File: config.mk
export PLATFORM = sky130hd
export DESIGN_NAME = rr_grant_sequencer
export DESIGN_NICKNAME = d
export VERILOG_FILES = /design/src/rtl/rr_pkg.sv /design/src/rtl/rr_watchdog.sv /design/src/rtl/rr_grant_sequencer.sv
export SDC_FILE = /design/constraint.sdc
export NUM_CORES = 1
export LEC_CHECK = 0
export ABC_AREA = 1
export BUFFER_PORTS_ARGS = -buffer_cell sky130_fd_sc_hd__buf_2
export CAP_MARGIN = 20
export CELL_PAD_IN_SITES_DETAIL_PLACEMENT = 0
export CELL_PAD_IN_SITES_GLOBAL_PLACEMENT = 1
export CORE_ASPECT_RATIO = 0.9
export CORE_MARGIN = 2
export CORE_UTILIZATION = 40
export CTS_CLUSTER_SIZE = 28
export DETAILED_ROUTE_END_ITERATION = 8
export GPL_ROUTABILITY_DRIVEN = 0
export PLACE_DENSITY = 0.95
export SETUP_SLACK_MARGIN = 0.15
export SYNTH_ARGS = -nofsm -noshare
export SYNTH_HDL_FRONTEND = slang
export SYNTH_HIERARCHICAL = 1
export SYNTH_SLANG_ARGS = --single-unit
File: constraint.sdc
create_clock -name clk -period 4.3 [get_ports clk]
set_input_delay 0.215 -clock clk [delete_from_list [all_inputs] [get_ports clk]]
set_output_delay 0.215 -clock clk [all_outputs]
set_load 0.05 [all_outputs]
File: src/rtl/rr_pkg.sv
// rr_pkg: shared state encoding and counter-width helpers for the round-robin arbiter blocks
package rr_pkg;
    typedef enum logic [1:0] {
        IDLE    = 2'd0,
        GRANT   = 2'd1,
        RELEASE = 2'd2
    } state_e;
    function automatic int clogb2(input int n);
        return (n <= 2) ? 1 : $clog2(n);
    endfunction
    function automatic int cnt_w(input int limit);
        return clogb2(limit + 1);
    endfunction
endpackage

File: src/rtl/rr_watchdog.sv
// rr_watchdog: counts enabled cycles without a kick and flags when the limit is reached
module rr_watchdog
    import rr_pkg::*;
#(
    parameter int TIMEOUT = 255
) (
    input  logic clk,
    input  logic nrst,
    input  logic en_i,
    input  logic kick_i,
    output logic expire_o
);
    localparam int IW = cnt_w(TIMEOUT);
    localparam logic [IW-1:0] LIMIT = IW'(TIMEOUT - 1);
    localparam logic [IW-1:0] SAT = IW'(TIMEOUT);
    logic [IW-1:0] idle_cnt_q, idle_cnt_d;
    assign expire_o = en_i && !kick_i && idle_cnt_q == LIMIT;
    always_comb
        idle_cnt_d = (!en_i || kick_i) ? '0 : (idle_cnt_q == SAT) ? idle_cnt_q : idle_cnt_q + 1'b1;
    always_ff @(posedge clk)
        idle_cnt_q <= !nrst ? '0 : idle_cnt_d;
endmodule

File: src/rtl/rr_grant_sequencer.sv
// rr_grant_sequencer: turns encoder selections into a registered one-hot burst grant with release and watchdog
module rr_grant_sequencer
    import rr_pkg::*;
#(
    parameter int WIDTH     = 32,
    parameter int WIDTH_W   = clogb2(WIDTH),
    parameter int MAX_BURST = 16,
    parameter int TIMEOUT   = 255
) (
    input  logic               clk,
    input  logic               nrst,
    input  logic [WIDTH-1:0]   req_i,
    input  logic               enc_valid_i,
    input  logic [WIDTH_W-1:0] enc_bin_i,
    input  logic               beat_i,
    input  logic               last_i,
    output logic [WIDTH-1:0]   gnt_o,
    output logic               gnt_valid_o,
    output logic [WIDTH_W-1:0] gnt_bin_o,
    output logic               timeout_err_o,
    output logic               busy_o
);
    localparam int BW = cnt_w(MAX_BURST);
    localparam logic [BW-1:0] BEAT_LAST = BW'(MAX_BURST - 1);
    localparam logic [BW-1:0] BEAT_SAT = BW'(MAX_BURST);
    state_e state_q, state_d;
    logic [WIDTH_W-1:0] owner_q, owner_d;
    logic [BW-1:0] beat_cnt_q, beat_cnt_d;
    logic [WIDTH-1:0] gnt_q, gnt_d;
    logic gnt_valid_q, gnt_valid_d;
    logic [WIDTH_W-1:0] gnt_bin_q, gnt_bin_d;
    logic timeout_err_q, timeout_err_d;
    logic busy_q, busy_d;
    logic granted, req_own, expire, done;
    assign granted = state_q == GRANT;
    assign req_own = req_i[owner_q];
    // expire already excludes beat cycles, so the watchdog can only win when no beat exit applies
    assign done = (beat_i && (last_i || beat_cnt_q == BEAT_LAST)) || !req_own || expire;
    rr_watchdog #(.TIMEOUT(TIMEOUT)) u_watchdog (
        .clk      (clk),
        .nrst     (nrst),
        .en_i     (granted),
        .kick_i   (beat_i),
        .expire_o (expire)
    );
    always_comb begin
        state_d       = state_q;
        owner_d       = owner_q;
        beat_cnt_d    = beat_cnt_q;
        timeout_err_d = 1'b0;
        unique case (state_q)
            IDLE: begin
                if (enc_valid_i && req_i[enc_bin_i]) begin
                    state_d    = GRANT;
                    owner_d    = enc_bin_i;
                    beat_cnt_d = '0;
                end
            end
            GRANT: begin
                beat_cnt_d    = !beat_i ? beat_cnt_q : (beat_cnt_q == BEAT_SAT) ? beat_cnt_q : beat_cnt_q + 1'b1;
                state_d       = done ? RELEASE : GRANT;
                timeout_err_d = req_own && expire;
            end
            RELEASE: state_d = IDLE;
            default: state_d = IDLE;
        endcase
        gnt_valid_d = state_d == GRANT;
        gnt_d       = gnt_valid_d ? WIDTH'(1) << owner_d : '0;
        gnt_bin_d   = gnt_valid_d ? owner_d : '0;
        busy_d      = state_d != IDLE;
    end
    always_ff @(posedge clk) begin
        if (!nrst) begin
            state_q       <= IDLE;
            owner_q       <= '0;
            beat_cnt_q    <= '0;
            gnt_q         <= '0;
            gnt_valid_q   <= 1'b0;
            gnt_bin_q     <= '0;
            timeout_err_q <= 1'b0;
            busy_q        <= 1'b0;
        end else begin
            state_q       <= state_d;
            owner_q       <= owner_d;
            beat_cnt_q    <= beat_cnt_d;
            gnt_q         <= gnt_d;
            gnt_valid_q   <= gnt_valid_d;
            gnt_bin_q     <= gnt_bin_d;
            timeout_err_q <= timeout_err_d;
            busy_q        <= busy_d;
        end
    end
    assign gnt_o         = gnt_q;
    assign gnt_valid_o   = gnt_valid_q;
    assign gnt_bin_o     = gnt_bin_q;
    assign timeout_err_o = timeout_err_q;
    assign busy_o        = busy_q;
endmodule

Yosys cells after proc, flatten, opt, wreduce, memory -nomap -nowiden
Cells that the tools add are included.

Register bits: 60. Word-level logic and storage cells: 56.

Equality and inequality tests: 9. Bitwise operators: 1. $lt $le $gt $ge: 2. Reduce and logical (&&, ||, !) cells: 19. Add/sub/neg operators: 2. Shifts and indexed selects: 1. Mux-type cells: 13.

Operator list (count): $shl 1x5->32 const A (1); $mux 5 (5); $eq 8x8->1 const B (2); $lt 5x6->1 const B (2); $bmux 1 s5 (2); $pmux 5 s2 (1); $add 8x1->8 const B (1); $ne 2x2->1 const B (3); $add 5x1->5 const B (1); $eq 5x4->1 const B (1); $eq 5x5->1 const B (1); $logic_and 1x1->1 (5); $eq 2x1->1 const B (2); $logic_or 1x1->1 (4); $mux 2 (2); $pmux 2 s2 (1); $reduce_and 2->1 (2); $reduce_and 4->1 (1); $reduce_bool 2->1 (2); $logic_not 1->1 (3); $logic_not 2->1 (1); $mux 1 (2); $reduce_or 2->1 (1); $not 1->1 (1).

Depth between registers and ports, before layout
Depth in word-level cells: 9. Gate-level depth with buffers: 16. Mapped depth without buffers: 13.

Hierarchy
The synthesis kept the hierarchy.

By module, submodules not included: rr_grant_sequencer (times used 1, cells an instance 343, area an instance 2518.7 um^2); rr_watchdog (times used 1, cells an instance 62, area an instance 441.7 um^2).

Least setup slack after synthesis
Ideal clock, no wire load.

Path kind: register -> register. Start: register beat_cnt_q[0]. End: register gnt_q[27], in the netlist gnt_o[27]. Arrival time: 1.935 ns. Clock period less this slack: 2.000 ns. Path buffers: 1. Setup time: 0.066 ns. Stages on the path, launching flop included: 12. Slack: 2.300 ns. Cell sequence: dfxtp_1 > ha_1 > nand2_1 > nor2_1 > ha_1 > or2_2 > a21oi_1 > nand4_1 > a21oi_4 > nand2_4 > buf_6 > nor2_1.

Word-level cells in the longest chain between the ends: 9.

Ends and longest elaborated chain: from (decl) (line rr_grant_sequencer.sv:28) `logic [BW-1:0] beat_cnt_q, beat_cnt_d;`; from (signal assigned) (line rr_grant_sequencer.sv:85) `beat_cnt_q <= beat_cnt_d;`; $eq 5x4->1 (line rr_grant_sequencer.sv:38) `assign done = (beat_i && (last_i || beat_cnt_q == BEAT_LAST)) || !req_own || expire;`; $logic_or 1x1->1 (line rr_grant_sequencer.sv:38); $logic_and 1x1->1 (line rr_grant_sequencer.sv:38); $logic_or 1x1->1 (2 in series) (line rr_grant_sequencer.sv:38); $mux 2 (line rr_grant_sequencer.sv:61) `state_d = done ? RELEASE : GRANT;`; $pmux 2 s2 (line rr_grant_sequencer.sv:51) `unique case (state_q)`; $eq 2x1->1 (line rr_grant_sequencer.sv:67) `gnt_valid_d = state_d == GRANT;`; $reduce_and 2->1 (no source line); to (signal assigned) (line rr_grant_sequencer.sv:86) `gnt_q <= gnt_d;`; to (decl) (line rr_grant_sequencer.sv:29) `logic [WIDTH-1:0] gnt_q, gnt_d;`.

No other way between the ends. A chain may end at the register's enable or synchronous reset.

Worst setup path in the final report
Start: register owner_q[0]. End: register gnt_q[24], in the netlist gnt_o[24].

Word-level cells in the longest chain between the ends: 9. Elaborated cells on any way between the ends: 12. Those cells by class: eq/ne (1); shift (1); mux (6); reduce/logical (4).

Ends and longest elaborated chain: from (decl) (line rr_grant_sequencer.sv:27) `logic [WIDTH_W-1:0] owner_q, owner_d;`; from (signal assigned) (line rr_grant_sequencer.sv:84) `owner_q <= owner_d;`; $bmux 1 s5 (line rr_grant_sequencer.sv:36) `assign req_own = req_i[owner_q];`; $mux 1 (implied by the code) (line rr_grant_sequencer.sv:36); $logic_not 1->1 (line rr_grant_sequencer.sv:38); $logic_or 1x1->1 (2 in series) (line rr_grant_sequencer.sv:38); $mux 2 (line rr_grant_sequencer.sv:61); $pmux 2 s2 (line rr_grant_sequencer.sv:51); $eq 2x1->1 (line rr_grant_sequencer.sv:67); $reduce_and 2->1 (no source line).

Parallel ways exist; a longest one is shown, timed or not. The select of a mux whose other input is x is not followed.

==> summary.txt <==
Global routing
  – Initial antenna violation count: 0
  – First-pass GRT wire length: 12300 um
  – Largest net degree at the start of global routing: 20
  – Grt ovf: 0
  – Vias in the first global route: about 2700
  – Gr usage total: between 10% and 20%

CTS
  – Post-CTS sizing: 0
  – Htree depth: 3
  – CTS Buf Count: 9
  – CTS sink cnt: 60
  – Root Driver: clkbuf_8
  – CTS tree: yes
  – Post-CTS setup repair buffer count: 0
  – # hold bufs at CTS: 0
  – Clock transition at the registers of the reported paths: 0.07 ns
  – Clk_lat worst skew: around 0.34 ns
  – Max clock buf depth: 2

Drt
  – Vias post-DR: just under 3000
  – DR iter-0 viols: between 100 and 150
  – Via density per instance: around 5.0
  – ANT nets after route: 0
  – # DRC: 0
  – 1st-pass router iterations: 5
  – Total Wirelength: around 7400 um
  – DR WL/cell: between 10 and 15 um

Finish
  – Final Instance Area: about 3600 um2
  – Most frequent cells in the layout: nand2_1 (113), buf_2 (81), nand3_1 (62)
  – Area growth from synthesis to layout: 20.6%
  – Layout cell share with drive strength beyond 1: 25.3%
  – Fillers: a little over 700
  – Final nets: 533
  – Final core utilization: about half
  – Antenna Cells: 0
  – Commonest non-fill, non-tap cell in the layout: nand2_1

Worst setup path
  – Worst R2R Setup Slack: ~2 ns
  – Max Fanout on Critical Path: 18
  – Startpoint Class: register
  – Arr. time, crit path: 2.56 ns
  – Crit end category: register
  – Worst EP required: 4.52 ns
  – Critical R2R Launch: owner_q[0]
  – Kind of critical path: reg2reg
  – Worst Reg-to-Reg Cells: 11
  – FF-to-FF End: gnt_o[24]

Logic synthesis
  – Syn nets: 452
  – Synthesized flop and latch total: 60
  – Syn Area/Cell: approximately 7.3 um2
  – Area leader, netlist: dfxtp_1
  – Area share of the largest cell type after synthesis: between 40% and 50%
  – Cell variety after synth: 33
  – Cell Area, Synth: slightly below 3000 um2
  – Mapped Cells: roughly 410
  – Seq/Total Area, Yosys: between 40% and 50%
  – Synth top area cells: dfxtp_1 (41%), nand2_1 (14%), nand3_1 (10%), nor2_1 (6.6%), nand4_1 (5.1%)
  – Yosys warns: 6

Timing
  – Slew @ Worst Pin: approximately 0.61 ns
  – Total Neg Setup Slack: 0 ns
  – Clock skew: 0.00652 ns
  – RSZ-0062 raised after global routing: false
  – Hold_ws: between 0.15 and 0.2 ns
  – Slew HR: 59.5%
  – Number of setup violations in the final report: 0
  – Pins Over Slew Limit: 0
  – Final min period: around 2.3 ns
  – Final Cycle Share: 54.2%
  – Fin. Hold Viols: 0
  – Highest Clock Rate: about 430 MHz

Placed design
  – Post-placement cell area: about 3400 um2
  – Input/output buffers: around 80
  – DP HPWL: about 5500 um

Floorplan
  – Core area: slightly above 7000 um2
  – Initial core utilization: 41.6%
  – Row count: 29
  – Die Width: about 95 um
  – IO Pins: 82
  – Die height: roughly 86 um
  – DIE AREA: a little over 8000 um2

Power and ir drop
  – Cell Pwr Density: around 380 nW/um2
  – Overall power: around 1.4 mW
  – P_leak: around 1.7 nW
  – Maximum VDD drop: around 0.25 mV

Worst hold path
  – Hold Crit Depth: 3
  – Worst min-delay path startpoint: nrst
  – Hold EP: beat_cnt_q[0]
  – Tightest Hold Check Type: in2reg

Job
  – Max_cap viols: 0

Outcome
  – Outcome: finished, final reports clean
critical path, cell delays in order (launching register included):
cell and delay (ns):
dfxtp_1 0.71, clkinv_2 0.38, nand2_1 0.14, nand3_1 0.08, nand3_1 0.09, nand2_1 0.07
nand2_1 0.06, nand3_1 0.12, nand4_1 0.17, a21oi_4 0.11, nand2_4 0.19, nor2_1 0.09
power by group:
group,total [mW],switching [mW],internal (mW)
sequential,0.589,0.0171,0.572
combinational,0.258,0.181,0.0773
clock,0.505,0.235,0.270
total,1.35,0.433,0.919
through the flow:
| step | worst slack [ns] | std cells |
|---|---|---|
| after detailed placement | 2.00 | 568 |
| final | 1.97 | 584 |
| after global routing | 1.69 | 584 |
| after floorplan | 2.30 | 405 |
| after CTS | 1.96 | 584 |
| after global placement | 2.09 | 568 |
layer usage:
layer | wire length [um] | global-route usage (%) | up-vias
met5 | 0 | 0 | -
met4 | 137 | 7.91 | 0
met3 | 432 | 5.27 | 16
met2 | 3510 | 31.7 | 94
met1 | 3330 | 23.8 | 1300
li1 | - | - | 1495
synthesized netlist by cell type:
cell	instances
nand3_1	62
inv_2	4
dfxtp_1	60
buf_6	8
clkinv_1	1
inv_8	1
buf_2	1
xor2_1	2
nand2_4	6
nand3_2	1
o21ai_2	2
xnor2_1	1
nand2_1	113
a21boi_0	1
o21ai_0	4
nor2_4	1
a21oi_1	11
o311ai_0	1
or2_2	1
o21ai_4	1
o21ai_1	1
ha_1	5
clkinv_2	2
nor2_1	52
buf_4	2
nor2_2	3
a21oi_4	1
nor3_1	2
nand4_1	24
nand3_4	3
o211ai_1	1
inv_1	26
nor3b_2	1
flip-flops by register name, indices dropped and copies added, names as in the netlist:
register / flops
timeout_err_o: 1
gnt_valid_o: 1
busy_o: 1
gnt_o: 32
beat_cnt_q: 5
owner_q: 5
gnt_bin_o: 5
u_watchdog/idle_cnt_q: 8
state_q: 2
worst max-delay path by stage:
stage,from,to,depth (start not counted)
6_report,owner_q[0],gnt_o[24],11
5_1_grt,owner_q[0],gnt_o[24],11
4_1_cts,owner_q[0],gnt_o[24],11
3_5_place_dp,owner_q[0],gnt_o[17],11
3_3_place_gp,owner_q[0],gnt_o[4],11
2_1_floorplan,beat_cnt_q[0],gnt_o[27],11
area by class of cell:
cell class | instances | area [um2] | share of cell area [%]
clock buffer | 9 | 124 | 3.47
multi-input combinational | 300 | 1510 | 42.3
timing repair buffer | 81 | 405 | 11.4
clock inverter | 7 | 75.1 | 2.10
sequential | 60 | 1200 | 33.6
inverter | 34 | 138 | 3.85
tap | 93 | 116 | 3.26
cell families after synthesis:
group | share of synthesized area, %
compound gates | 5.20
flops | 40.6
xor+xnor | 0.888
simple gates | 42.9
buf+inv | 8.37
fa+ha+maj | 2.11
(Power assumes the default switching activity.)
